==> src/rtl/elink_pattern_io.sv <==
// eLink pattern exerciser: emits framed bursts of a selectable test pattern on the
// TX side, throttled by tx_wr_wait, and checks/counts the pattern arriving on RX.
module elink_pattern_io #(
  parameter int DW        = 8,
  parameter int BURST_LEN = 8,
  parameter int GAP_LEN   = 4,
  parameter int CNT_W     = 16
) (
  input  logic             clk,
  input  logic             reset,
  input  logic             enable,
  input  logic [1:0]       mode,
  output logic [DW-1:0]    tx_data,
  output logic             tx_frame,
  input  logic             tx_wr_wait,
  input  logic [DW-1:0]    rx_data,
  input  logic             rx_frame,
  output logic             rx_wr_wait,
  output logic             locked,
  output logic [CNT_W-1:0] err_count,
  output logic [CNT_W-1:0] beat_count
);

  localparam int BW = $clog2(BURST_LEN);
  localparam int GW = (GAP_LEN > 1) ? $clog2(GAP_LEN) : 1;
  localparam logic [BW-1:0] LAST_BEAT = BW'(BURST_LEN - 1);
  localparam logic [GW-1:0] LAST_GAP  = GW'(GAP_LEN - 1);
  localparam logic [DW-1:0] ONE_D     = DW'(1);

  typedef enum logic [1:0] {IDLE, BURST, GAP} state_t;

  function automatic logic [DW-1:0] seed_of(input logic [1:0] m);
    case (m)
      2'd2:    seed_of = ONE_D;
      2'd3:    seed_of = '1;
      default: seed_of = '0;
    endcase
  endfunction

  function automatic logic [DW-1:0] advance(input logic [DW-1:0] v, input logic [1:0] m);
    case (m)
      2'd1:    advance = v + ONE_D;
      2'd2:    advance = {v[DW-2:0], v[DW-1]};
      2'd3:    advance = v - ONE_D;
      default: advance = v;
    endcase
  endfunction

  function automatic logic [CNT_W-1:0] sat_inc(input logic [CNT_W-1:0] c);
    sat_inc = (&c) ? c : c + CNT_W'(1);
  endfunction

  state_t          state;
  logic [1:0]      mode_q;
  logic [DW-1:0]   pat;
  logic [BW-1:0]   beat_idx;
  logic [GW-1:0]   gap_cnt;
  logic            wait_m, wait_s;

  logic [DW-1:0]   rx_data_p0;
  logic            rx_frame_p0;
  logic            en_p0;
  logic [DW-1:0]   expected;

  // tx_wr_wait crosses in from the remote side: two-flop synchroniser
  always_ff @(posedge clk or posedge reset) begin
    if (reset) begin
      wait_m <= 1'b0;
      wait_s <= 1'b0;
    end else begin
      wait_m <= tx_wr_wait;
      wait_s <= wait_m;
    end
  end

  // TX generator FSM: bursts always run to BURST_LEN beats once started
  always_ff @(posedge clk or posedge reset) begin
    if (reset) begin
      state    <= IDLE;
      mode_q   <= 2'd0;
      pat      <= '0;
      beat_idx <= '0;
      gap_cnt  <= '0;
      tx_data  <= '0;
      tx_frame <= 1'b0;
    end else begin
      case (state)
        IDLE: begin
          tx_frame <= 1'b0;
          beat_idx <= '0;
          gap_cnt  <= '0;
          if (enable) begin
            mode_q <= mode;
            pat    <= seed_of(mode);
            state  <= BURST;
          end
        end
        BURST: begin
          if (wait_s) begin
            tx_frame <= 1'b0;
          end else begin
            tx_data  <= pat;
            tx_frame <= 1'b1;
            pat      <= advance(pat, mode_q);
            if (beat_idx == LAST_BEAT) begin
              beat_idx <= '0;
              gap_cnt  <= '0;
              state    <= GAP;
            end else begin
              beat_idx <= beat_idx + BW'(1);
            end
          end
        end
        GAP: begin
          tx_frame <= 1'b0;
          if (gap_cnt == LAST_GAP) begin
            gap_cnt <= '0;
            state   <= enable ? BURST : IDLE;
          end else begin
            gap_cnt <= gap_cnt + GW'(1);
          end
        end
        default: begin
          tx_frame <= 1'b0;
          state    <= IDLE;
        end
      endcase
    end
  end

  // RX stage p0: register the incoming beat and enable for edge detection
  always_ff @(posedge clk or posedge reset) begin
    if (reset) begin
      rx_data_p0  <= '0;
      rx_frame_p0 <= 1'b0;
      en_p0       <= 1'b0;
    end else begin
      rx_data_p0  <= rx_data;
      rx_frame_p0 <= rx_frame;
      en_p0       <= enable;
    end
  end

  // RX stage p1: checker reseeds from every received beat, so one bad beat costs at most two errors
  always_ff @(posedge clk or posedge reset) begin
    if (reset) begin
      expected   <= '0;
      locked     <= 1'b0;
      rx_wr_wait <= 1'b1;
      err_count  <= '0;
      beat_count <= '0;
    end else if (!enable) begin
      locked     <= 1'b0;
      rx_wr_wait <= 1'b1;
    end else if (!en_p0) begin
      locked     <= 1'b0;
      rx_wr_wait <= 1'b0;
      err_count  <= '0;
      beat_count <= '0;
    end else begin
      rx_wr_wait <= 1'b0;
      if (rx_frame_p0) begin
        beat_count <= sat_inc(beat_count);
        expected   <= advance(rx_data_p0, mode);
        locked     <= 1'b1;
        if (locked && (rx_data_p0 != expected))
          err_count <= sat_inc(err_count);
      end
    end
  end

endmodule

==> config.mk <==
export PLATFORM = sky130hd
export DESIGN_NAME = elink_pattern_io
export DESIGN_NICKNAME = d
export VERILOG_FILES = /design/src/rtl/elink_pattern_io.sv
export SDC_FILE = /design/constraint.sdc
export NUM_CORES = 1
export LEC_CHECK = 0
export ABC_AREA = 1
export CAP_MARGIN = 15
export CORE_MARGIN = 2
export CORE_UTILIZATION = 35
export CTS_CLUSTER_SIZE = 14
export DETAILED_ROUTE_END_ITERATION = 8
export SLEW_MARGIN = 10
export SYNTH_ARGS = -nofsm -noshare
export SYNTH_HDL_FRONTEND = slang
export SYNTH_SLANG_ARGS = --single-unit
==> constraint.sdc <==
create_clock -name clk -period 2.5 [get_ports clk]
set_input_delay 0.5 -clock clk [delete_from_list [all_inputs] [get_ports clk]]
set_output_delay 0.5 -clock clk [all_outputs]
set_load 0.005 [all_outputs]
==> results.md, run 1 <==
* Final worst setup slack at a little over 0.3 ns
* Most used flip-flop cell after synthesis: dfrtp_1
* Vias per inst at 5.01
* DIE AREA at around 0.015 sq mm
* Arrival @ worst endpoint at 2.42 ns
* Peak Freq at roughly 460 MHz
* Clock sink total at 80
* Wirelength, routed at approximately 12000 um
* Final Non-Filler Cells at roughly 900
* Final worst-path cycle share at 0.875
* GRT Resource Usage Total at 0.168
* Post-DRT Antenna Nets at 0
* Number of flops mapped to enable cells by yosys at 0
* Root buf cell: clkbuf_16
* Leak at 2.91 nW
* Layout area overhead at 23.6%
* Syn_area_per_cell at between 7 and 8 sq um
* Cell Pwr Density at about 800 mW/mm^2
* DP HPWL at between 8000 and 9000 um
* CP Class: reg -> reg
* Worst skew pair latency at approximately 0.35 ns
* Fraction of layout cells with a size suffix above 1 at 0.121
* Req. time, crit path at between 2 and 3 ns
* I/O Pins at 58
* Die extent in y at approximately 120 um
* Critical Path Start Type: register
* Die X at 122 um
* Post-CTS sizing at 0
* Vias in the first global route at 4191
* CTS HTree Levels at 3
* Placed insts at 860
* Async SR Flop Fraction at 1.00
* Crit end category: register
* Register area share after synthesis at 0.409
* Cts bufs inserted at 9
* Final global-route overflow total at 0
* Worst hold slack at roughly 0.35 ns
* RSZ-0062 raised after global routing: no
* First-pass GRT wire length at approximately 20000 um
* Syn. warnings at 0
* Fin crit period at about 2.2 ns
* Syn Inst Count at around 630
* Worst hold path class: reg -> reg
* Slew Limit Fails at 0
* Final net count at a little over 700
* I/O Buffers at 57
* Synthesized area at around 0.0049 sq mm
* Max FO, Critical Path at 26
* Slew HR at 0.484
* CTS tree: yes
* Place WS at 0.158 ns
* Max Cap Viol at 0
* Routability cong. at between 0.8 and 0.9
* Detailed Routing Iterations Pass 1 at 7
* Final setup fails at 0
* Iter 0 DRT Violations at between 300 and 400
* Status: finished, final reports clean
* Worst IR drop on VDD at 0.323 mV
* Fin util at 0.440
* Starting utilization of the core area at 0.356
* Ant diodes at 0
* # hold bufs at CTS at 0
* Avg WL per Cell at about 13 um
* Setup TNS at 0 ns
* Final Hold Fails at 0
* Fin Clk Skew at around 0.0058 ns
* Synth unique cells at 46
* Initial antenna violation count at 1
* DRC at 0
* Std cell rows at 43
* Postcts setup bufs at 0
* Synth Register Bits at 80
* Pin count of the biggest net entering global routing at 33
* Vias at 4382
* Synth Net Count at about 650
* Clock transition at path regs at roughly 0.06 ns
* Clock tree buffer depth at 2
* Core ar. at roughly 0.014 sq mm
* Worst slew pin tran at 0.772 ns
==> area by class of cell <==
cell class	count	area (sq um)
Multi-Input combinational cell	449	2500
Sequential cell	80	2000
Fill cell	1430	7710
Tap cell	180	225
Inverter	82	312
Timing Repair Buffer	69	686
Clock buffer	12	246
Clock inverter	3	90.1
==> cell usage after synthesis, types with 5 or more instances <==
library cell / instances / area share
dfrtp_1: 79 / 0.40
xor2_1: 24 / 0.043
nand4_2: 7 / 0.018
inv_2: 16 / 0.012
nand3_1: 37 / 0.038
ha_1: 10 / 0.026
nor2_1: 35 / 0.027
nand4_1: 30 / 0.038
o21ai_2: 13 / 0.023
a221oi_1: 6 / 0.011
o21ai_0: 10 / 0.010
inv_1: 66 / 0.051
nand2_1: 173 / 0.13
buf_2: 5 / 0.0051
a21boi_1: 5 / 0.0077
a21oi_1: 25 / 0.026
nor3_1: 10 / 0.010
xnor2_1: 5 / 0.0089
o21ai_1: 12 / 0.012
==> flip-flops by register name, summed over array words and instances, names as in the netlist <==
name and cells:
locked 1, wait_s 1, state 2, tx_data 8
mode_q 2, err_count 16, gap_cnt 2, rx_data_p0 8
wait_m 1, en_p0 1, tx_frame 1, expected 8
beat_count 16, rx_frame_p0 1, pat 8, beat_idx 3
rx_wr_wait 1
==> cell usage in the layout, fill, tap and decap left out, types with 12 or more instances in the layout <==
cell,Yosys,final
clkdlybuf4s50_1,0,57
o21ai_1,12,12
xor2_1,24,24
nand4_1,30,30
nand3_1,37,37
o21ai_2,13,13
nor2_1,35,35
nand2_1,173,173
a21oi_1,25,25
inv_1,66,65
dfrtp_1,79,79
inv_2,16,16
==> metal layers <==
| metal | GRT usage | part of all wire |
|---|---|---|
| met5 | 0 | 0.0011 |
| met4 | 0.0575 | 0.016 |
| met3 | 0.0437 | 0.047 |
| met2 | 0.273 | 0.48 |
| met1 | 0.218 | 0.46 |
==> per-stage QoR <==
stage               instance area, sq um  power [mW]
floorplan                           4910        2.89
global placement                    5730        3.39
detailed placement                  5730        3.43
CTS                                 6060        4.97
global route                        6060        5.30
finish                              6060        4.92
==> where the power goes <==
group          internal, mW  switching, mW  leakage (nW)
sequential             1.53          0.173          1.01
combinational         0.710          0.995          1.73
clock                 0.998          0.516         0.163
total                  3.24           1.68          2.91
==> worst paths after layout <==
check | from | to | slack [ns] | cells after the start
setup / recovery | beat_count[1] | beat_count[2] | 0.31 | 11
hold / removal | wait_m | wait_s | 0.35 | 0
setup reg to reg | beat_count[1] | beat_count[2] | 0.31 | 11
hold reg to reg | wait_m | wait_s | 0.35 | 0
max in group asynchronous | reset | tx_data[7] | 1.40 | 3
min in group asynchronous | reset | beat_count[8] | 0.53 | 2
==> worst max-delay path: stages, from the launching register on <==
cell and delay (ns):
dfrtp_1 0.42, ha_1 0.25, nand2_1 0.13, nor2_2 0.08, inv_2 0.06, nor2_2 0.04
nand2_2 0.09, nor3_4 0.05, nor2_4 0.59, inv_2 0.15, a21oi_1 0.15, a21oi_1 0.05
==> cells by family after synthesis <==
kind of cell    share of synthesized area
compound gates                      0.128
xor+xnor                           0.0518
fa+ha+maj                          0.0255
buf+inv                            0.0817
flops                               0.409
simple gates                        0.305
(Power assumes the default switching activity.)
==> inputs of run 2 (changes only) <==
CAP_MARGIN = default   (was 15)
==> results of run 2 <==
No change in the layout: final DEF, timing and power equal those of run 1.
==> patch: new RTL, settings of run 2 <==
Encoding of `state_t`: now one-hot (3 bits for 3 states).
--- a/src/rtl/elink_pattern_io.sv
+++ b/src/rtl/elink_pattern_io.sv
@@ -29,3 +29,3 @@
 
-  typedef enum logic [1:0] {IDLE, BURST, GAP} state_t;
+  typedef enum logic [2:0] {IDLE = 3'b001, BURST = 3'b010, GAP = 3'b100} state_t;
 
Behaviour: same outputs for any inputs over 4 cycles, from zero or initial values and one cycle with reset high; so few cycles prove little.
==> patch against run 2 <==
  * Utilization increased by 0.29 points
  * Critical endpoint is now pat[6]
  * Sequential cell count increased by 1
  * Count of clock-buffer cells in the layout unchanged
  * Synthesized area decreased by 1.5%
  * Largest power group is now registers
  * Wire length decreased by 3.3%
  * Global-route usage decreased by 0.42 points
  * Final area decreased by 2.5%
  * Worst hold slack improved by 0.0033 ns
  * Total power decreased by 3.3%
  * Setup slack improved by 0.0011 ns
==> patch: results (changes against run 2) <==
| Metric | Value |
|---|---|
| Library cells used by synthesis | 47 (was 46) |
| First-pass DRT Iterations | 5 (was 7) |
| Worst Tran Pin Value | 0.5073 ns (was 0.7717 ns) |
| Place WS | 0.1468 ns (was 0.1585 ns) |
| Top area cells in the synthesized netlist | dfrtp_1 (41%), nand2_1 (14%), nand3_1 (6.0%), inv_1 (6.0%), nor2_1 (4.7%) (was dfrtp_1 (40%), nand2_1 (13%), inv_1 (5.1%), xor2_1 (4.3%), nand4_1 (3.8%)) |
| Area after DPL | 5617 um2 (was 5725 um2) |
| Largest net degree at the start of global routing | 69 (was 33) |
| Post-Synth Adder-Cell Area | 2.590% (was 2.552%) |
| Worst flop-to-flop path startpoint | mode_q[0] (was beat_count[1]) |
| Reg2reg setup slack | 0.31 ns (about the same) |
| Layout Nets | 738 (was 716) |
| Maximum VDD drop | 409.7 uV (was 322.9 uV) |
| Routed wire per std cell | 12.66 um (was 13.36 um) |
| Compound-Gate Fraction of Synth Area | 10.85% (was 12.78%) |
| CP peak stage delay | 0.41 ns (was 0.59 ns) |
| M3 GR Usage | 4.135% (was 4.368%) |
| Syn_nets | 676 (was 652) |
| Met1 usage | 22.84% (was 21.83%) |
| M2 GR Usage | 25.42% (was 27.26%) |
| First-pass GRT wire length | 19.48 mm (was 19.96 mm) |
| Drt initial violations | 308 (was 347) |
| Fraction of layout cells with a size suffix above 1 | 6.555% (was 12.09%) |
| Fill cells | 1353 (was 1430) |
| Slowest CP cell | dfrtp_1 (was nor2_4) |
| P_sw | 1.709 mW (was 1.684 mW) |
| Worst Path Max Fanout | 6 (was 26) |
| Seq/Total Area, Yosys | 42.01% (was 40.85%) |
| Via density | 4.897 (was 5.008) |
| Synth Area in XOR/XNOR | 4.895% (was 5.180%) |
| GPL Wtd Cong | 0.8477 (was 0.8604) |
| Setup Skew | 0.006203 ns (was 0.005754 ns) |
| Placed Cells | 878 (was 860) |
| Outcome | complete, no violations (unchanged) |
## patch: worst min-delay path by stage
stage | cells after the start | from | end
after floorplan | 0 | wait_m | wait_s
after CTS | 0 | wait_m | wait_s
after detailed placement | 0 | wait_m | wait_s
after global routing | 0 | wait_m | wait_s
after global placement | 0 | wait_m | wait_s
final | 0 | wait_m | wait_s
## patch: logic make-up after synthesis
family	after synthesis
compound gates	87
flops	81
simple gates	350
xor+xnor	27
buf+inv	96
fa+ha+maj	10
## patch: cell type report
cell class | instances | area [um2] | share of cell area [%]
clock inverters | 3 | 40.04 | 0.6771
flip-flops and latches | 81 | 2029 | 34.32
repair buffers | 67 | 658.1 | 11.13
multi-input cells | 474 | 2405 | 40.67
inverters | 80 | 304.0 | 5.142
clock buffers | 12 | 256.5 | 4.338
well taps | 176 | 220.2 | 3.724
## patch: layer usage
layer | vias to the layer above | wire length [um]
met5 | - | 0
met4 | 0 | 118
met3 | 9 | 517
met2 | 99 | 5209
met1 | 2035 | 5457
li1 | 2230 | -
## patch: power by group through the flow
stage | combinational, mW | sequential, mW | clock (mW)
detailed placement | 1.66 | 1.78 | 0
floorplan | 1.16 | 1.74 | 0
global placement | 1.63 | 1.77 | 0
finish | 1.67 | 1.76 | 1.34
global route | 1.90 | 1.79 | 1.45
CTS | 1.67 | 1.76 | 1.39
## patch: stage by stage
step / hold WS, ns / power (mW)
detailed placement: 0.3373 / 3.438
global route: 0.3757 / 5.142
floorplan: 0.3312 / 2.905
finish: 0.3521 / 4.760
CTS: 0.3576 / 4.810
global placement: 0.3434 / 3.397
## patch: critical path: cells and delay by family, from the launching register on
kind                     cells  cell delay [ns]
adder cells (fa/ha/maj)      2             0.46
AO/OA/AOI/OAI                2             0.32
buffers and inverters        2             0.26
AND/OR/NAND/NOR              7             0.60
flip-flops                   1             0.41
